`src/rtl/max_seq.sv`:
```
// Streaming maximum finder: walks M unsigned values through one shared comparator
// and reports the largest value plus the index where it first appeared.

module nat_cmp #(
  parameter int N = 8
) (
  input  logic [N-1:0] x,
  input  logic [N-1:0] y,
  output logic         less
);

  logic [N:0] carry;

  // x + ~y + 1 carries out exactly when x >= y, so only the carry chain is built.
  always_comb begin
    carry[0] = 1'b1;
    for (int i = 0; i < N; i++) begin
      carry[i+1] = (x[i] & ~y[i]) | ((x[i] ^ ~y[i]) & carry[i]);
    end
  end

  assign less = ~carry[N];

endmodule

module max_seq #(
  parameter  int N  = 8,
  parameter  int M  = 4,
  localparam int IW = $clog2(M)
) (
  input  logic          clock,
  input  logic          reset,
  input  logic          start,
  input  logic [N-1:0]  x,
  input  logic          in_valid,
  output logic          in_ready,
  output logic          busy,
  output logic          done,
  output logic [N-1:0]  max,
  output logic [IW-1:0] idx
);

  typedef enum logic [1:0] {
    IDLE,
    FIRST,
    RUN,
    DONE
  } state_t;

  localparam logic [IW-1:0] LAST = IW'(M - 1);

  state_t        state_q;
  state_t        state_d;
  logic [IW-1:0] count;
  logic [IW-1:0] count_d;
  logic [N-1:0]  max_d;
  logic [IW-1:0] idx_d;
  logic          accept;
  logic          less;

  nat_cmp #(.N(N)) u_cmp (
    .x    (max),
    .y    (x),
    .less (less)
  );

  always_ff @(posedge clock) begin
    if (reset) begin
      state_q <= IDLE;
      count   <= '0;
      max     <= '0;
      idx     <= '0;
    end else begin
      state_q <= state_d;
      count   <= count_d;
      max     <= max_d;
      idx     <= idx_d;
    end
  end

  // in_ready depends on state alone; accept is the only place in_valid matters.
  always_comb begin
    state_d  = state_q;
    count_d  = count;
    max_d    = max;
    idx_d    = idx;
    in_ready = 1'b0;
    busy     = 1'b0;
    done     = 1'b0;
    accept   = 1'b0;

    case (state_q)
      IDLE: begin
        if (start) begin
          state_d = FIRST;
          count_d = '0;
        end
      end
      FIRST: begin
        in_ready = 1'b1;
        busy     = 1'b1;
        accept   = in_valid;
        if (accept) begin
          max_d   = x;
          idx_d   = '0;
          count_d = IW'(1);
          state_d = RUN;
        end
      end
      RUN: begin
        in_ready = 1'b1;
        busy     = 1'b1;
        accept   = in_valid;
        if (accept) begin
          // Strict less-than keeps the earliest index on ties.
          if (less) begin
            max_d = x;
            idx_d = count;
          end
          if (count == LAST) begin
            count_d = '0;
            state_d = DONE;
          end else begin
            count_d = count + IW'(1);
          end
        end
      end
      DONE: begin
        done = 1'b1;
        if (start) begin
          state_d = FIRST;
          count_d = '0;
        end
      end
      default: begin
        state_d = IDLE;
      end
    endcase
  end

endmodule

```
`config.mk`:
```
export PLATFORM = sky130hd
export DESIGN_NAME = max_seq
export DESIGN_NICKNAME = d
export VERILOG_FILES = /design/src/rtl/max_seq.sv
export SDC_FILE = /design/constraint.sdc
export NUM_CORES = 1
export LEC_CHECK = 0
export ABC_AREA = 1
export ABC_CLOCK_PERIOD_IN_PS = 1800
export BUFFER_PORTS_ARGS = -buffer_cell sky130_fd_sc_hd__buf_2
export CORE_MARGIN = 3
export CORE_UTILIZATION = 46
export DETAILED_ROUTE_END_ITERATION = 10
export PLACE_DENSITY_LB_ADDON = 0.2
export SETUP_SLACK_MARGIN = 0.1
export SYNTH_ARGS = -nofsm -noshare
export SYNTH_HDL_FRONTEND = slang
export SYNTH_HIERARCHICAL = 1
export SYNTH_SLANG_ARGS = --single-unit
```
`constraint.sdc`:
```
create_clock -name clock -period 1.8 [get_ports clock]
set_clock_uncertainty 0.05 [all_clocks]
set_input_delay 0.36 -clock clock [delete_from_list [all_inputs] [get_ports clock]]
set_output_delay 0.36 -clock clock [all_outputs]
set_load 0.005 [all_outputs]
```
==> results of run 1 <==
critical path: cells and delay by family (launching register included):
family          cells  cell delay [ps]
flops               1              340
fa+ha+maj           1              210
simple gates       15              840
buf+inv             2              230
compound gates      2              260
Yosys cell counts, drive strengths merged:
master,count,area [um2]
nand3,5,30.0
dfxtp,14,280
nand2,30,118
ha,13,163
nor2,22,90.1
a21oi,12,63.8
buf,4,35.0
inv,28,105
o21ai,9,63.8
power breakdown:
part           switching, mW  internal (mW)
clock network         0.0999         0.0776
logic                  0.546          0.466
registers             0.0953          0.431
total                  0.742          0.975
final timing paths:
check	from	to	slack [ps]
hold reg to reg	max[7]	max[7]	470
setup reg to reg	max[1]	max[5]	-220
hold / removal	x[7]	max[7]	300
setup / recovery	max[1]	max[5]	-220
metrics by stage:
step / setup TNS (ps) / utilization, % / worst slack (ps)
finish: -2120 / 69.1 / -220
global route: -4230 / 69.1 / -438
CTS: -2520 / 68.0 / -257
detailed placement: -4420 / 63.8 / -469
global placement: -3940 / 63.8 / -415
floorplan: -971 / - / -119
area by class of cell:
cell class                 count  area, um2
timing repair buffer          35        235
clock buffer                   3       22.5
fill                         176        568
multi-input combinational     91        584
sequential                    14        285
tap                           25       31.3
inverter                      28        113
sequential cells by signal, summed over array words and instances (netlist names):
signal and cells:
count 2, max 8, idx 2, state_q 2
routing by layer:
metal  up-vias  GRT usage [%]  share of wire [%]
met5         -              0                  0
met4         0           4.37               0.67
met3         2           5.25                5.0
met2        20           33.9                 51
met1       405           19.9                 43
li1        491              -                  -
logic make-up after synthesis:
group           share of synthesized area, %
flops                                   29.6
buf+inv                                 14.8
fa+ha+maj                               17.2
simple gates                            25.1
compound gates                          13.5
timing repair:
| item | 4_1_cts | 5_1_grt |
|---|---|---|
| setup endpoints to repair | 12 | 12 |
| pin swaps | 11 | 6 |
| resized for setup | 8 | 7 |
| gates cloned | 1 | 0 |
| hold buffers | 0 | 0 |
==> flow_metrics.env, run 1 <==
export IMPL_status="finished with violations"
export IMPL_violations="setup timing"
export IMPL_place_hpwl_mm=1.55
export IMPL_grtUsageTotal_pct=18.2
export IMPL_antenna_left=0
export IMPL_finalInstanceArea_um2=1270
export IMPL_ys_warn_count=6
export IMPL_placedCellCount=192
export IMPL_critPathKind="flop to flop"
export IMPL_rows=15
export IMPL_root_buffer="clkbuf_4"
export IMPL_via_count=918
export IMPL_clk_latency_ps=280
export IMPL_core_um2=1840
export IMPL_io_pins=25
export IMPL_cts_sinks=14
export IMPL_end_kind="flop"
export IMPL_maxCapViolCount=0
export IMPL_syn_cell_area_um2=948
export IMPL_tightest_slew_ps=610
export IMPL_routed_via_density=4.68
export IMPL_relSlewSlack_pct=59.3
export IMPL_r2r_cells=20
export IMPL_crit_path_cell_trace="ha_4 > nand2_2 > nand2_1 > nand2_1 > nand2_1 > nand2_1 > nand2_1 > nand2_1 > nand2_1 > nand2_1 > nand2_1 > nand2_1 > nand2_1 > a21oi_2 > inv_1 > nand2_2 > nand3_4 > buf_12 > o21ai_2 > nor2_1"
export IMPL_place_area_um2=1170
export IMPL_synth_seq_cells=14
export IMPL_hold_viol=0
export IMPL_wl_mm=2.09
export IMPL_clk_transition_reported_paths_ps=80
export IMPL_antenna_cells=0
export IMPL_crit_fanout=6
export IMPL_dieHeight_um=51.4
export IMPL_min_period_over_period_pct=112
export IMPL_drc=0
export IMPL_drv_slew=0
export IMPL_syn_avg_cell_area_um2=6.92
export IMPL_crit_arrival_ps=2150
export IMPL_place_congestion=0.724
export IMPL_ys_types=18
export IMPL_fin_total_pwr_mw=1.72
export IMPL_fp_dieW_um=51.4
export IMPL_cp_slowest_stage_delay_ps=340
export IMPL_crit_required_ps=1930
export IMPL_grt_antenna_before_repair=0
export IMPL_post_cts_setup_buffers=0
export IMPL_power_density_nw_per_um2=1350
export IMPL_overflow=0
export IMPL_slowest_stage="dfxtp_2"
export IMPL_crit_path_start_kind="flop"
export IMPL_vdd_drop_max_mv=0.805
export IMPL_syn_inst=137
export IMPL_first_pass_iters=4
export IMPL_holdWs_ps=302
export IMPL_portBuffers=24
export IMPL_rsz0062_at_grt="true"
export IMPL_syn2layout_area_growth_pct=34.0
export IMPL_routedWlPerCell_um=10.7
export IMPL_grt_max_degree=15
export IMPL_seq_area_frac_synth_pct=29.6
export IMPL_min_path_type="input pin to flop"
export IMPL_final_common_cell="inv_1"
export IMPL_p_leak_nw=0.707
export IMPL_critPathMostFrequentCell="nand2_1"
export IMPL_setup_violations_final=10
export IMPL_fin_nets=198
export IMPL_start_util_pct=51.6
export IMPL_grt_pass1_wl_mm=3.62
export IMPL_cts_made_buffers=3
export IMPL_syn_nets=162
export IMPL_layout_common_cells="26 x inv_1, 24 x buf_2, 23 x nand2_1, 21 x nor2_1"
export IMPL_clockBufferDepth=2
export IMPL_final_setup_worst_slack_ps=-220
export IMPL_layout_cells_non_filler=196
export IMPL_fp_dieArea_um2=2640
export IMPL_hold_depth=3
export IMPL_grt_pass1_vias=861
export IMPL_first_iter_violations=20
export IMPL_max_freq_mhz=495
export IMPL_h_tree_depth=1
export IMPL_drive_above_1_share_pct=36.8
export IMPL_cts_tree="done"
export IMPL_fin_crit_ps=2020
(Power assumes the default switching activity.)
==> run 2, diff against run 1 <==
Settings changed: RECOVER_POWER set to 50, SETUP_SLACK_MARGIN 0.1 to 0.05.
==> run 2 against run 1 <==
Net effect: the run still ends with setup timing left; combinational power about the same; die area stayed put; total power about the same; count of clock-buffer cells in the layout stayed put.
==> flow_metrics.env, run 2 (synthesis results as in run 1) <==
export IMPL_path_buf_inv=2
export IMPL_overflow=0
export IMPL_final_setup_worst_slack_ps=-220
export IMPL_p_leak_nw=0.707
export IMPL_cp_slowest_stage_delay_ps=340
export IMPL_drv_slew=0
export IMPL_end_kind="flop"
export IMPL_hold_viol=0
export IMPL_dieHeight_um=51.4
export IMPL_crit_path_start_kind="flop"
export IMPL_max_freq_mhz=495
export IMPL_h_tree_depth=1
export IMPL_fin_nets=198
export IMPL_p_switching_mw=0.741
export IMPL_place_hpwl_mm=1.55
export IMPL_relSlewSlack_pct=59.3
export IMPL_critPathTopFamily="simple AND/OR/NAND/NOR gates"
export IMPL_clk_transition_reported_paths_ps=80
export IMPL_fp_dieArea_um2=2640
export IMPL_via_count=918
export IMPL_core_um2=1840
export IMPL_crit_fanout=6
export IMPL_critPathMostFrequentCell="nand2_1"
export IMPL_finalInstanceArea_um2=1270
export IMPL_p_comb_share_pct=59.0
export IMPL_violations="setup timing"
export IMPL_first_iter_violations=20
export IMPL_grt_pass1_vias=861
export IMPL_place_area_um2=1170
export IMPL_tightest_slew_ps=610
export IMPL_start_util_pct=51.6
export IMPL_pwr_share_seq_pct=30.7
export IMPL_layout_cells_non_filler=196
export IMPL_min_period_over_period_pct=112
export IMPL_layout_common_cells="26 x inv_1, 24 x buf_2, 23 x nand2_1, 21 x nor2_1"
export IMPL_grt_pass1_wl_mm=3.62
export IMPL_clockBufferDepth=2
export IMPL_place_congestion=0.724
export IMPL_cts_sinks=14
export IMPL_vdd_drop_max_mv=0.805
export IMPL_routedWlPerCell_um=10.7
export IMPL_root_buffer="clkbuf_4"
export IMPL_rsz0062_at_grt="true"
export IMPL_crit_required_ps=1930
export IMPL_cts_hold_buffers=0
export IMPL_largest_register_ffs=8
export IMPL_placedCellCount=192
export IMPL_maxCapViolCount=0
export IMPL_syn2layout_area_growth_pct=34.0
export IMPL_rows=15
export IMPL_final_common_cell="inv_1"
export IMPL_cts_tree="done"
export IMPL_grt_antenna_before_repair=0
export IMPL_power_density_nw_per_um2=1350
export IMPL_cts_made_buffers=3
export IMPL_antenna_left=0
export IMPL_portBuffers=24
export IMPL_fin_crit_ps=2020
export IMPL_fp_dieW_um=51.4
export IMPL_crit_path_cell_trace="ha_4 > nand2_2 > nand2_1 > nand2_1 > nand2_1 > nand2_1 > nand2_1 > nand2_1 > nand2_1 > nand2_1 > nand2_1 > nand2_1 > nand2_1 > a21oi_2 > inv_1 > nand2_2 > nand3_4 > buf_12 > o21ai_2 > nor2_1"
export IMPL_routed_via_density=4.68
export IMPL_critPathKind="flop to flop"
export IMPL_internal_power_mw=0.974
export IMPL_status="finished with violations"
export IMPL_setup_violations_final=10
export IMPL_dp_slack_ps=-469
export IMPL_grtUsageTotal_pct=18.2
export IMPL_swShare_pct=43.2
export IMPL_drive_above_1_share_pct=36.8
export IMPL_regMostFlops="max"
export IMPL_slowest_stage="dfxtp_2"
export IMPL_clkPwrFrac_pct=10.3
export IMPL_wl_mm=2.09
export IMPL_grt_max_degree=15
export IMPL_antenna_cells=0
export IMPL_first_pass_iters=4
export IMPL_min_path_type="input pin to flop"
export IMPL_io_pins=25
export IMPL_drc=0
export IMPL_crit_arrival_ps=2150
export IMPL_clk_latency_ps=280
export IMPL_fin_total_pwr_mw=1.72
-- run 2: changes by cell type in the layout (fill, tap and decap cells not counted), sizes merged --
cell	delta
buf	-1
clkbuf	+1
-- run 2: routing by layer --
layer  vias to the layer above  GRT usage, %  part of all wire (%)
li1                        491             -                     -
met1                       405          19.9                    43
met2                        20          33.9                    51
met3                         2          5.25                   5.0
met4                         0          4.37                  0.67
met5                         -             0                     0
-- run 2: timing repair --
| action | CTS | global route |
|---|---|---|
| buffers inserted | 0 | 0 |
| setup endpoints to repair | 10 | 12 |
| pin swaps | 11 | 6 |
| endpoints found under the hold margin | 0 | 0 |
| cloned | 1 | 0 |
| gates resized for setup | 7 | 8 |
-- run 2: final timing paths --
path,startpoint,end,slack (ps),depth (start not counted)
worst max-delay path,max[1],max[5],-220,20
worst min-delay path,x[7],max[7],300,3
worst max register to register,max[1],max[5],-220,20
worst min register to register,max[7],max[7],470,2
-- run 2: tightest hold or removal path, stage by stage --
cell and delay, ps:
buf_2 100, o21ai_2 50, nor2_1 90
-- run 2: final cells by class --
class / instances / area, um2
clock buffers: 3 / 22.5
fillers: 176 / 568
inverters: 28 / 113
multi-input cells: 91 / 584
flip-flops and latches: 14 / 285
well taps: 25 / 31.3
repair buffers: 35 / 235
-- run 2: stage by stage --
stage	setup TNS (ps)	hold slack, ps	util (%)
after global routing	-4230	321	69.1
after CTS	-2520	300	67.9
after detailed placement	-4420	460	63.8
final	-2120	302	69.1
after floorplan	-971	428	-
after global placement	-3940	425	63.8
-- run 2: power groups by stage --
stage	combinational, mW	clock (mW)	sequential [mW]
6_report	1.01	0.177	0.526
5_1_grt	1.16	0.194	0.546
4_1_cts	0.988	0.183	0.519
3_5_place_dp	0.908	0	0.524
3_3_place_gp	0.872	0	0.515
2_1_floorplan	0.615	0	0.521
==> run 3, diff against run 2 <==
Settings changed: ABC_AREA 1 to 0, CORE_UTILIZATION 46 to 45.
==> run 3 against run 2 <==
Net effect: the flow still finishes with violations (setup timing); setup slack improved by 160 ps; first-iteration DRC count fell by 85%; die area decreased by 6.1%; worst hold slack got worse by 28 ps; largest power group unchanged.
==> flow_metrics.env, run 3 <==
export IMPL_status="finished with violations"
export IMPL_violations="setup timing"
export IMPL_place_congestion=0.816
export IMPL_p_leak_nw=0.563
export IMPL_portBuffers=24
export IMPL_cts_sinks=14
export IMPL_routedWlPerCell_um=12.9
export IMPL_synth_edf_count=0
export IMPL_regMostFlops="max"
export IMPL_io_pins=25
export IMPL_grtUsageTotal_pct=18.4
export IMPL_cts_hold_buffers=0
export IMPL_crit_required_ps=1920
export IMPL_r2r_cells=9
export IMPL_grt_pass1_wl_mm=3.43
export IMPL_clk_latency_ps=290
export IMPL_r2r_end="max[5]"
export IMPL_layout_cells_non_filler=159
export IMPL_clockBufferDepth=2
export IMPL_place_hpwl_mm=1.39
export IMPL_synth_top_family_by_area="compound AO/OA/AOI/OAI gates"
export IMPL_crit_arrival_ps=1980
export IMPL_synthTopCellsByCount="14 x a21oi_1, 14 x dfxtp_1, 13 x ha_1"
export IMPL_fin_total_pwr_mw=1.40
export IMPL_min_path_type="input pin to flop"
export IMPL_ys_top_cells_by_area="dfxtp_1 32%, ha_1 19%, a21oi_1 8.1%, o21ai_1 6.4%, inv_1 5.2%"
export IMPL_h_tree_depth=1
export IMPL_core_um2=1760
export IMPL_finalSetupTns_ps=-420
export IMPL_holdWs_ps=273
export IMPL_cts_made_buffers=3
export IMPL_critPathKind="flop to flop"
export IMPL_yosysTopAreaCell="dfxtp_1"
export IMPL_hold_start="x[6]"
export IMPL_rr_startpoint="max[4]"
export IMPL_end_kind="flop"
export IMPL_first_pass_iters=4
export IMPL_antenna_left=0
export IMPL_vdd_drop_max_mv=0.839
export IMPL_ys_dominant_reg_cell="dfxtp_1"
export IMPL_syn_nets=125
export IMPL_crit_path_start_kind="flop"
export IMPL_synth_seq_cells=14
export IMPL_final_common_cell="buf_2"
export IMPL_ys_types=29
export IMPL_overflow=0
export IMPL_max_freq_mhz=538
export IMPL_grt_antenna_before_repair=0
export IMPL_r2r_slack_ps=-60
export IMPL_rsz0062_at_grt="true"
export IMPL_fp_dieArea_um2=2480
export IMPL_setup_violations_final=10
export IMPL_final_setup_worst_slack_ps=-59.2
export IMPL_synthSimpleGateAreaFrac_pct=11.6
export IMPL_maxCapViolCount=0
export IMPL_wl_mm=2.06
export IMPL_synth_xor_area_share_pct=0
export IMPL_syn_cell_area_um2=863
export IMPL_grt_pass1_vias=785
export IMPL_cts_tree="done"
export IMPL_grt_max_degree=15
export IMPL_synthMuxAreaShare_pct=2.90
export IMPL_antenna_cells=0
export IMPL_first_iter_violations=3
export IMPL_finalInstanceArea_um2=1180
export IMPL_crit_fanout=5
export IMPL_tightest_slew_ps=447
export IMPL_via_count=843
export IMPL_ys_warn_count=6
export IMPL_crit_start="max[4]"
export IMPL_fin_nets=161
export IMPL_synthAdderAreaFrac_pct=18.8
export IMPL_syn2layout_area_growth_pct=36.2
export IMPL_rows=15
export IMPL_seq_area_frac_synth_pct=32.5
export IMPL_largest_register_ffs=8
export IMPL_synthArstFlopShare_pct=0
export IMPL_hold_viol=0
export IMPL_drive_above_1_share_pct=36.6
export IMPL_relSlewSlack_pct=70.2
export IMPL_layout_common_cells="22 x buf_2, 13 x dfxtp_1, 11 x inv_1, 11 x a21oi_1, 11 x ha_1"
export IMPL_holdPathEnd="max[6]"
export IMPL_dieHeight_um=49.8
export IMPL_final_util_pct=66.7
export IMPL_synth_compound_area_share_pct=27.2
export IMPL_yosysTopAreaCellShare_pct=32.5
export IMPL_routed_via_density=5.30
export IMPL_drc=0
export IMPL_hold_depth=3
export IMPL_fin_crit_ps=1860
export IMPL_dp_slack_ps=-211
export IMPL_power_density_nw_per_um2=1190
export IMPL_min_period_over_period_pct=103
export IMPL_fp_dieW_um=49.8
export IMPL_syn_inst=100
export IMPL_placedCellCount=151
export IMPL_root_buffer="clkbuf_4"
export IMPL_start_util_pct=48.9
export IMPL_place_area_um2=1050
export IMPL_clk_transition_reported_paths_ps=80
export IMPL_syn_avg_cell_area_um2=8.63
export IMPL_drv_slew=0
-- run 3: routing by layer --
layer  wire length, um  share of wire (%)  vias up  track usage (%)
met5                 0                  0        -                0
met4                42                2.0        0             12.4
met3               128                6.2        5             6.65
met2               958                 47       19             28.4
met1               929                 45      380             20.9
li1                  -                  -      439                -
-- run 3: final cells by class --
| cell class | count | area [um2] |
|---|---|---|
| Clock buffer | 3 | 22.5 |
| Fill cell | 165 | 588 |
| Inverter | 12 | 45.0 |
| Multi-Input combinational cell | 73 | 618 |
| Sequential cell | 14 | 282 |
| Tap cell | 25 | 31.3 |
| Timing Repair Buffer | 32 | 178 |
-- run 3: what timing repair did --
item | CTS | global route
cloned | 2 | 0
endpoints found under the setup margin | 10 | 11
pin swaps | 2 | 6
resized for setup | 4 | 8
setup buffers | 2 | 1
endpoints found under the hold margin | 0 | 0
-- run 3: worst max-delay path by stage --
stage | end | slack, ps | cells past startpoint
6_report | max[5] | -60 | 9
5_1_grt | idx[1] | -140 | 9
4_1_cts | max[5] | -30 | 9
3_5_place_dp | idx[1] | -210 | 9
3_3_place_gp | idx[1] | -180 | 9
2_1_floorplan | idx[1] | 80 | 8
-- run 3: worst max-delay path, stage by stage, from the launching register on --
cell      delay (ps)
dfxtp_2          340
ha_4             230
a21o_1           160
a211oi_2         170
o21ai_1          110
a21oi_2          180
buf_4            160
mux2i_4           90
o21ai_1          190
a21oi_2           70
-- run 3: report_power, final --
part / internal, mW / switching [mW] / total (mW) / leakage (nW)
sequential: 0.374 / 0.0504 / 0.425 / 0.115
combinational: 0.381 / 0.414 / 0.795 / 0.435
clock: 0.0779 / 0.101 / 0.179 / 0.0138
total: 0.833 / 0.566 / 1.40 / 0.563
-- run 3: kinds of logic after synthesis --
| group | after synthesis |
|---|---|
| AOI/OAI and AO/OA | 39 |
| and+or+nand+nor | 17 |
| buffers and inverters | 15 |
| DFF | 14 |
| adders and majority gates | 13 |
| muxes | 2 |
